--- src/rtl/div_count_calc_pkg.sv ---
// Shared types and constants for the divider-count calculator.
// DIV_COUNT_CALC_ROUND_EN widens the dividend by one bit for round-to-nearest.
package div_count_calc_pkg;

    typedef enum logic [1:0] {
        IDLE = 2'd0,
        DIV  = 2'd1,
        DONE = 2'd2
    } state_t;

`ifdef DIV_COUNT_CALC_ROUND_EN
    // CLK_FREQ_HZ + req_freq can carry into bit 32.
    localparam int DIVIDEND_W = 33;
    localparam int DIV_ITERS  = 33;
`else
    localparam int DIVIDEND_W = 32;
    localparam int DIV_ITERS  = 32;
`endif

endpackage

--- src/rtl/seq_restoring_divider.sv ---
// Unsigned restoring divider, one quotient bit per cycle, ITERS cycles per start.
// done_o is high during the cycle whose closing edge performs the final iteration.
module seq_restoring_divider #(
    parameter int DIVIDEND_W = 32,
    parameter int DIVISOR_W  = 33,
    parameter int ITERS      = DIVIDEND_W
) (
    input  logic                  clk_i,
    input  logic                  rst_i,
    input  logic                  start_i,
    input  logic [DIVIDEND_W-1:0] dividend_i,
    input  logic [DIVISOR_W-1:0]  divisor_i,
    output logic                  done_o,
    output logic [DIVIDEND_W-1:0] quotient_o,
    output logic [DIVISOR_W-1:0]  remainder_o
);

    localparam int CW = $clog2(ITERS + 1);

    logic                  running_q;
    logic [CW-1:0]         cnt_q;
    logic [DIVISOR_W-1:0]  rem_q;
    logic [DIVIDEND_W-1:0] quo_q;
    logic [DIVISOR_W-1:0]  dvs_q;

    logic [DIVISOR_W:0]    rem_shift;
    logic [DIVISOR_W-1:0]  rem_sub;
    logic                  fits;

    // The remainder stays below the divisor, so the low bits of the subtraction are exact.
    always_comb begin
        rem_shift = {rem_q, quo_q[DIVIDEND_W-1]};
        fits      = (rem_shift >= {1'b0, dvs_q});
        rem_sub   = rem_shift[DIVISOR_W-1:0] - dvs_q;
    end

    always_ff @(posedge clk_i) begin
        if (rst_i) begin
            running_q <= 1'b0;
            cnt_q     <= '0;
            rem_q     <= '0;
            quo_q     <= '0;
            dvs_q     <= '0;
        end else if (start_i) begin
            running_q <= 1'b1;
            cnt_q     <= CW'(ITERS);
            rem_q     <= '0;
            quo_q     <= dividend_i;
            dvs_q     <= divisor_i;
        end else if (running_q) begin
            rem_q <= fits ? rem_sub : rem_shift[DIVISOR_W-1:0];
            quo_q <= {quo_q[DIVIDEND_W-2:0], fits};
            cnt_q <= cnt_q - CW'(1);
            if (cnt_q == CW'(1)) begin
                running_q <= 1'b0;
            end
        end
    end

    assign done_o      = running_q && (cnt_q == CW'(1));
    assign quotient_o  = quo_q;
    assign remainder_o = rem_q;

endmodule

--- src/rtl/div_count_calc.sv ---
// Converts a requested output frequency into the clock divider's toggle count.
// Define DIV_COUNT_CALC_ROUND_EN for round-to-nearest instead of truncation.
module div_count_calc
    import div_count_calc_pkg::*;
#(
    parameter int unsigned CLK_FREQ_HZ   = 50_000_000,
    parameter int          FREQ_W        = 32,
    parameter int          CNT_W         = 32,
    parameter int unsigned DEFAULT_COUNT = 2
) (
    input  logic              inclk,
    input  logic              reset,
    // Handshake: a request transfers on a rising edge where req_valid && req_ready;
    // req_freq is sampled only on that edge and the requester may change it afterwards.
    input  logic              req_valid,
    output logic              req_ready,
    input  logic [FREQ_W-1:0] req_freq,
    output logic [CNT_W-1:0]  div_count,
    output logic              div_count_valid,
    output logic              busy,
    output logic              err_out,
    output state_t            state_o
);

    localparam int DVS_W = FREQ_W + 1;
    localparam int QW    = (DIVIDEND_W > CNT_W) ? DIVIDEND_W : CNT_W;
    localparam int QW1   = QW + 1;

    state_t                state_q;
    logic [CNT_W-1:0]      div_count_q;
    logic                  valid_q;
    logic                  err_q;
    logic                  busy_q;
    logic                  ready_q;
    logic                  zero_q;

    logic                  accept;
    logic                  div_start;
    logic                  div_done;
    logic [DVS_W-1:0]      divisor_d;
    logic [DIVIDEND_W-1:0] dividend_d;
    logic [DIVIDEND_W-1:0] div_quo;
    logic [DVS_W-1:0]      div_rem_unused;

    logic [QW1-1:0]        quo_w;
    logic [CNT_W-1:0]      res_count_d;
    logic                  res_err_d;

    assign accept    = req_valid && ready_q;
    assign div_start = accept && (req_freq != '0);
    assign divisor_d = {req_freq, 1'b0};

`ifdef DIV_COUNT_CALC_ROUND_EN
    assign dividend_d = DIVIDEND_W'(CLK_FREQ_HZ) + DIVIDEND_W'(req_freq);
`else
    assign dividend_d = DIVIDEND_W'(CLK_FREQ_HZ);
`endif

    seq_restoring_divider #(
        .DIVIDEND_W (DIVIDEND_W),
        .DIVISOR_W  (DVS_W),
        .ITERS      (DIV_ITERS)
    ) u_div (
        .clk_i       (inclk),
        .rst_i       (reset),
        .start_i     (div_start),
        .dividend_i  (dividend_d),
        .divisor_i   (divisor_d),
        .done_o      (div_done),
        .quotient_o  (div_quo),
        .remainder_o (div_rem_unused)
    );

    // A zero quotient means outclk cannot be that fast; the fastest legal count is 1.
    always_comb begin
        quo_w       = QW1'(div_quo);
        res_count_d = CNT_W'(quo_w);
        res_err_d   = 1'b0;
        if (quo_w == '0) begin
            res_count_d = CNT_W'(1);
            res_err_d   = 1'b1;
        end else if (quo_w > QW1'({CNT_W{1'b1}})) begin
            res_count_d = '1;
            res_err_d   = 1'b1;
        end
    end

    always_ff @(posedge inclk) begin
        if (reset) begin
            state_q     <= IDLE;
            div_count_q <= CNT_W'(DEFAULT_COUNT);
            valid_q     <= 1'b0;
            err_q       <= 1'b0;
            busy_q      <= 1'b0;
            ready_q     <= 1'b0;
            zero_q      <= 1'b0;
        end else begin
            valid_q <= 1'b0;
            err_q   <= 1'b0;
            case (state_q)
                IDLE: begin
                    if (accept) begin
                        ready_q <= 1'b0;
                        if (req_freq == '0) begin
                            zero_q  <= 1'b1;
                            state_q <= DONE;
                        end else begin
                            zero_q  <= 1'b0;
                            busy_q  <= 1'b1;
                            state_q <= DIV;
                        end
                    end else begin
                        ready_q <= 1'b1;
                    end
                end
                DIV: begin
                    if (div_done) begin
                        busy_q  <= 1'b0;
                        state_q <= DONE;
                    end
                end
                DONE: begin
                    state_q <= IDLE;
                    ready_q <= 1'b1;
                    if (zero_q) begin
                        err_q <= 1'b1;
                    end else begin
                        div_count_q <= res_count_d;
                        valid_q     <= 1'b1;
                        err_q       <= res_err_d;
                    end
                end
                default: begin
                    state_q <= IDLE;
                    busy_q  <= 1'b0;
                    ready_q <= 1'b0;
                end
            endcase
        end
    end

    assign req_ready       = ready_q;
    assign div_count       = div_count_q;
    assign div_count_valid = valid_q;
    assign err_out         = err_q;
    assign busy            = busy_q;
    assign state_o         = state_q;

endmodule

--- config.mk ---
export PLATFORM = sky130hd
export DESIGN_NAME = div_count_calc
export DESIGN_NICKNAME = d
export VERILOG_FILES = /design/src/rtl/div_count_calc_pkg.sv /design/src/rtl/seq_restoring_divider.sv /design/src/rtl/div_count_calc.sv
export SDC_FILE = /design/constraint.sdc
export NUM_CORES = 1
export LEC_CHECK = 0
export ABC_CLOCK_PERIOD_IN_PS = 5600
export CAP_MARGIN = 10
export CORE_ASPECT_RATIO = 1.2
export CORE_MARGIN = 2
export CORE_UTILIZATION = 47
export DETAILED_ROUTE_END_ITERATION = 16
export PLACE_DENSITY = 0.68
export SKIP_LAST_GASP = 1
export SYNTH_ARGS = -nofsm -noshare
export SYNTH_HDL_FRONTEND = slang
export SYNTH_SLANG_ARGS = --single-unit
--- constraint.sdc ---
create_clock -name inclk -period 5.6 [get_ports inclk]
set_clock_uncertainty 0.05 [all_clocks]
set_input_delay 1.12 -clock inclk [delete_from_list [all_inputs] [get_ports inclk]]
set_output_delay 1.12 -clock inclk [all_outputs]
set_load 0.01 [all_outputs]
==> flow_summary_export.csv <==
group,metric,value,unit
run_status,status,"finished, final reports clean",
worst_setup_path,critPathMaxFanout,31,
place,port_buffers,72,
cts,clk_path_buf_depth,2,
cts,worstSkewPairLatency,0.43,ns
logic_synthesis,synth_edf_count,0,
cts,numCtsBuffers,17,
cts,cts_setup_buffers,0,
flow_run,max_cap_violations,0,
worst_setup_path,path_buf_inv,2,
logic_synthesis,synthCells,901,
cts,clock_sinks,143,
floorplan,dieHeight,143,um
floorplan,die-area,17100,um^2
sta,rsz0062_at_grt,"no",
global_routing,antenna_found_initial,0,
cts,hold_buffers,0,
floorplan,core-area,15600,um^2
floorplan,fp-row-count,50,
logic_synthesis,yosysUniqueCellTypes,60,
global_routing,grt_pass1_wl,30100,um
layout,fin_nets,1012,
logic_synthesis,synthFlopType,"dfxtp_1",
sta,slew_headroom,31.5,%
logic_synthesis,synth-seq-cells,143,
drt,first_iter_violations,415,
logic_synthesis,synth.most_common_cell,"dfxtp_1",
logic_synthesis,synth_top_cell_area_share,38.0,%
floorplan,start_util,48.2,%
drt,via_count,6388,
worst_setup_path,critical-path-max-stage-delay,0.58,ns
drt,wirelength,18000,um
logic_synthesis,yosysSeqAreaShare,38.0,%
drt,first_pass_iters,8,
sta,tightest_slew,1.02,ns
worst_setup_path,cp-end-kind,"register",
layout,area_growth,18.4,%
sta,clock.fmax,0.268,GHz
power,p_leak,0.00359,uW
worst_setup_path,critPathMostFrequentCell,"nor2_1",
worst_setup_path,startpoint_type,"input pin",
global_routing,grt_usage,22.0,%
global_routing,grt_max_degree,69,
worst_setup_path,critPathTopFamily,"simple AND/OR/NAND/NOR gates",
cts,cts-htree-levels,4,
worst_setup_path,crit_slowest_cell,"or2_2",
sta,drv_slew,0,
layout,antenna-diode-count,0,
floorplan,dieWidth,120,um
global_routing,first_global_vias,6191,
logic_synthesis,synthArstFlopShare,0,%
sta,setup-violations-final,0,
power,p_total,3220,uW
worst_setup_path,critPathArrivalTime,3.97,ns
logic_synthesis,synth_area_leaders,"dfxtp_1, mux2i_1, a21oi_1, ha_1, nand2_1",
cts,root_buffer,"clkbuf_16",
logic_synthesis,avgSynthCellArea,8.37,um^2
logic_synthesis,synth_top_area_cell,"dfxtp_1",
worst_hold_path,hold_path_class,"reg -> reg",
floorplan,io_pins,73,
sta,fin_crit_sh,66.7,%
layout,fillers,1443,
worst_setup_path,critPathKind,"in -> reg",
power,ir_drop,0.000220,V
drt,via_per_inst,5.50,
worst_setup_path,required,5.83,ns
sta,final.min_clock_period,3.74,ns
global_routing,grt.overflow.total,0,
power,powerDensity,360,nW/um^2
cts,cts_tree,"built",
worst_setup_path,cp_cell_sequence,"clkdlybuf4s50_1 -> nor4_1 -> nand4_1 -> nor2_1 -> or2_2 -> buf_4 -> mux2i_1 -> nor2_1",
sta,tns,0,ns
logic_synthesis,synthTopCellsByCount,"dfxtp_1, nand2_1, a21oi_1, mux2i_1, nor2_1",
place,dp_hpwl,12600,um
logic_synthesis,yosysWarnings,0,
logic_synthesis,synth_nets,971,
drt,drc,0,
layout,drive_gt1_share,5.45,%
drt,ant_nets,0,
drt,wire_per_inst,15.5,um
cts,path_clk_slew,0.06,ns
logic_synthesis,netlist_area,7540,um^2
place,gp_congestion,0.879,
sta,hold_viol_final,0,
cts,cts_resized,0,
## cells in the final DEF, fill, tap and decap left out, types with 3 or more instances in the layout
| cell | Yosys | layout |
|---|---|---|
| nor2b_1 | 6 | 6 |
| nand2b_1 | 7 | 7 |
| nor2_1 | 89 | 88 |
| o211ai_1 | 6 | 6 |
| buf_4 | 1 | 8 |
| clkdlybuf4s50_1 | 0 | 71 |
| xnor2_1 | 17 | 17 |
| nand4_1 | 12 | 12 |
| a21o_1 | 16 | 16 |
| nand3_1 | 15 | 15 |
| nand3b_1 | 4 | 4 |
| nor4b_1 | 3 | 3 |
| and3_1 | 5 | 5 |
| o21ai_0 | 45 | 45 |
| clkinvlp_4 | 0 | 3 |
| clkbuf_16 | 0 | 17 |
| a311oi_1 | 3 | 3 |
| inv_1 | 47 | 47 |
| nand2_1 | 94 | 94 |
| mux2i_1 | 90 | 90 |
| o21a_1 | 5 | 5 |
| and2_1 | 3 | 3 |
| inv_6 | 0 | 3 |
| bufinv_16 | 0 | 3 |
| nor3_1 | 10 | 10 |
| o21bai_1 | 3 | 3 |
| a21oi_1 | 93 | 93 |
| o21ai_1 | 4 | 4 |
| o31ai_1 | 4 | 4 |
| a31oi_1 | 11 | 11 |
| dfxtp_1 | 143 | 142 |
| nor4_1 | 17 | 17 |
| a211oi_1 | 9 | 9 |
| xor2_1 | 13 | 13 |
| ha_1 | 34 | 34 |
## per-layer routing
layer  up-vias  part of all wire (%)  track usage, %
li1       3249                     -               -
met3        24                   3.4            4.83
met4         0                   2.1            8.54
met1      2993                    45            26.5
met5         -                     0               0
met2       122                    50            38.3
## flip-flops by register name (all words and copies together) (netlist names)
register / cells
u_div.remainder_o: 33
err_out: 1
zero_q: 1
u_div.dvs_q: 32
busy: 1
u_div.cnt_q: 6
div_count_valid: 1
u_div.running_q: 1
div_count: 32
u_div.quotient_o: 32
req_ready: 1
state_o: 2
## power breakdown
group / switching, uW / internal, uW
combinational: 519 / 402
clock: 456 / 725
sequential: 50.1 / 1060
## kinds of logic after synthesis
family / count (synthesis) / synth area share [%]
buf+inv: 105 / 5.88
flops: 143 / 38.0
compound gates: 219 / 17.5
xor+xnor: 30 / 3.49
mux: 92 / 12.3
simple gates: 277 / 17.0
fa+ha+maj: 35 / 5.91
## tightest hold or removal path: cells and delay by family (launching register included)
kind / cells / cell delay, ns
AO/OA/AOI/OAI: 1 / 0.05
flip-flops: 1 / 0.31
AND/OR/NAND/NOR: 1 / 0.05
## cell type report
| type | instances | area (um^2) | area share, % |
|---|---|---|---|
| timing repair buffer | 80 | 776 | 8.69 |
| clock inverter | 12 | 158 | 1.77 |
| clock buffer | 19 | 453 | 5.08 |
| multi-input combinational | 653 | 4230 | 47.4 |
| inverter | 47 | 176 | 1.98 |
| tap | 208 | 260 | 2.92 |
| sequential | 143 | 2870 | 32.1 |
## metrics by stage
| step | util (%) | setup slack [ns] | std cells | hold slack (ns) | area, um^2 |
|---|---|---|---|---|---|
| finish | 57.1 | 1.86 | 1162 | 0.406 | 8920 |
| global route | 57.1 | 1.69 | 1162 | 0.426 | 8920 |
| CTS | 57.1 | 1.82 | 1162 | 0.408 | 8920 |
| detailed placement | 53.2 | 1.37 | 1131 | 0.398 | 8310 |
| global placement | 53.2 | 1.46 | 1131 | 0.394 | 8310 |
| floorplan | - | 2.81 | 901 | 0.407 | 7540 |
## path summary, 6_finish.rpt
check | from | endpoint | slack, ns | cells after the start
hold / removal | div_count[22] | div_count[22] | 0.41 | 2
setup reg to reg | u_div.dvs_q[9] | u_div.remainder_o[25] | 2.00 | 11
setup / recovery | req_freq[22] | u_div.dvs_q[9] | 1.86 | 8
hold reg to reg | div_count[22] | div_count[22] | 0.41 | 2
No activity file was read; power rests on OpenSTA's default activity.
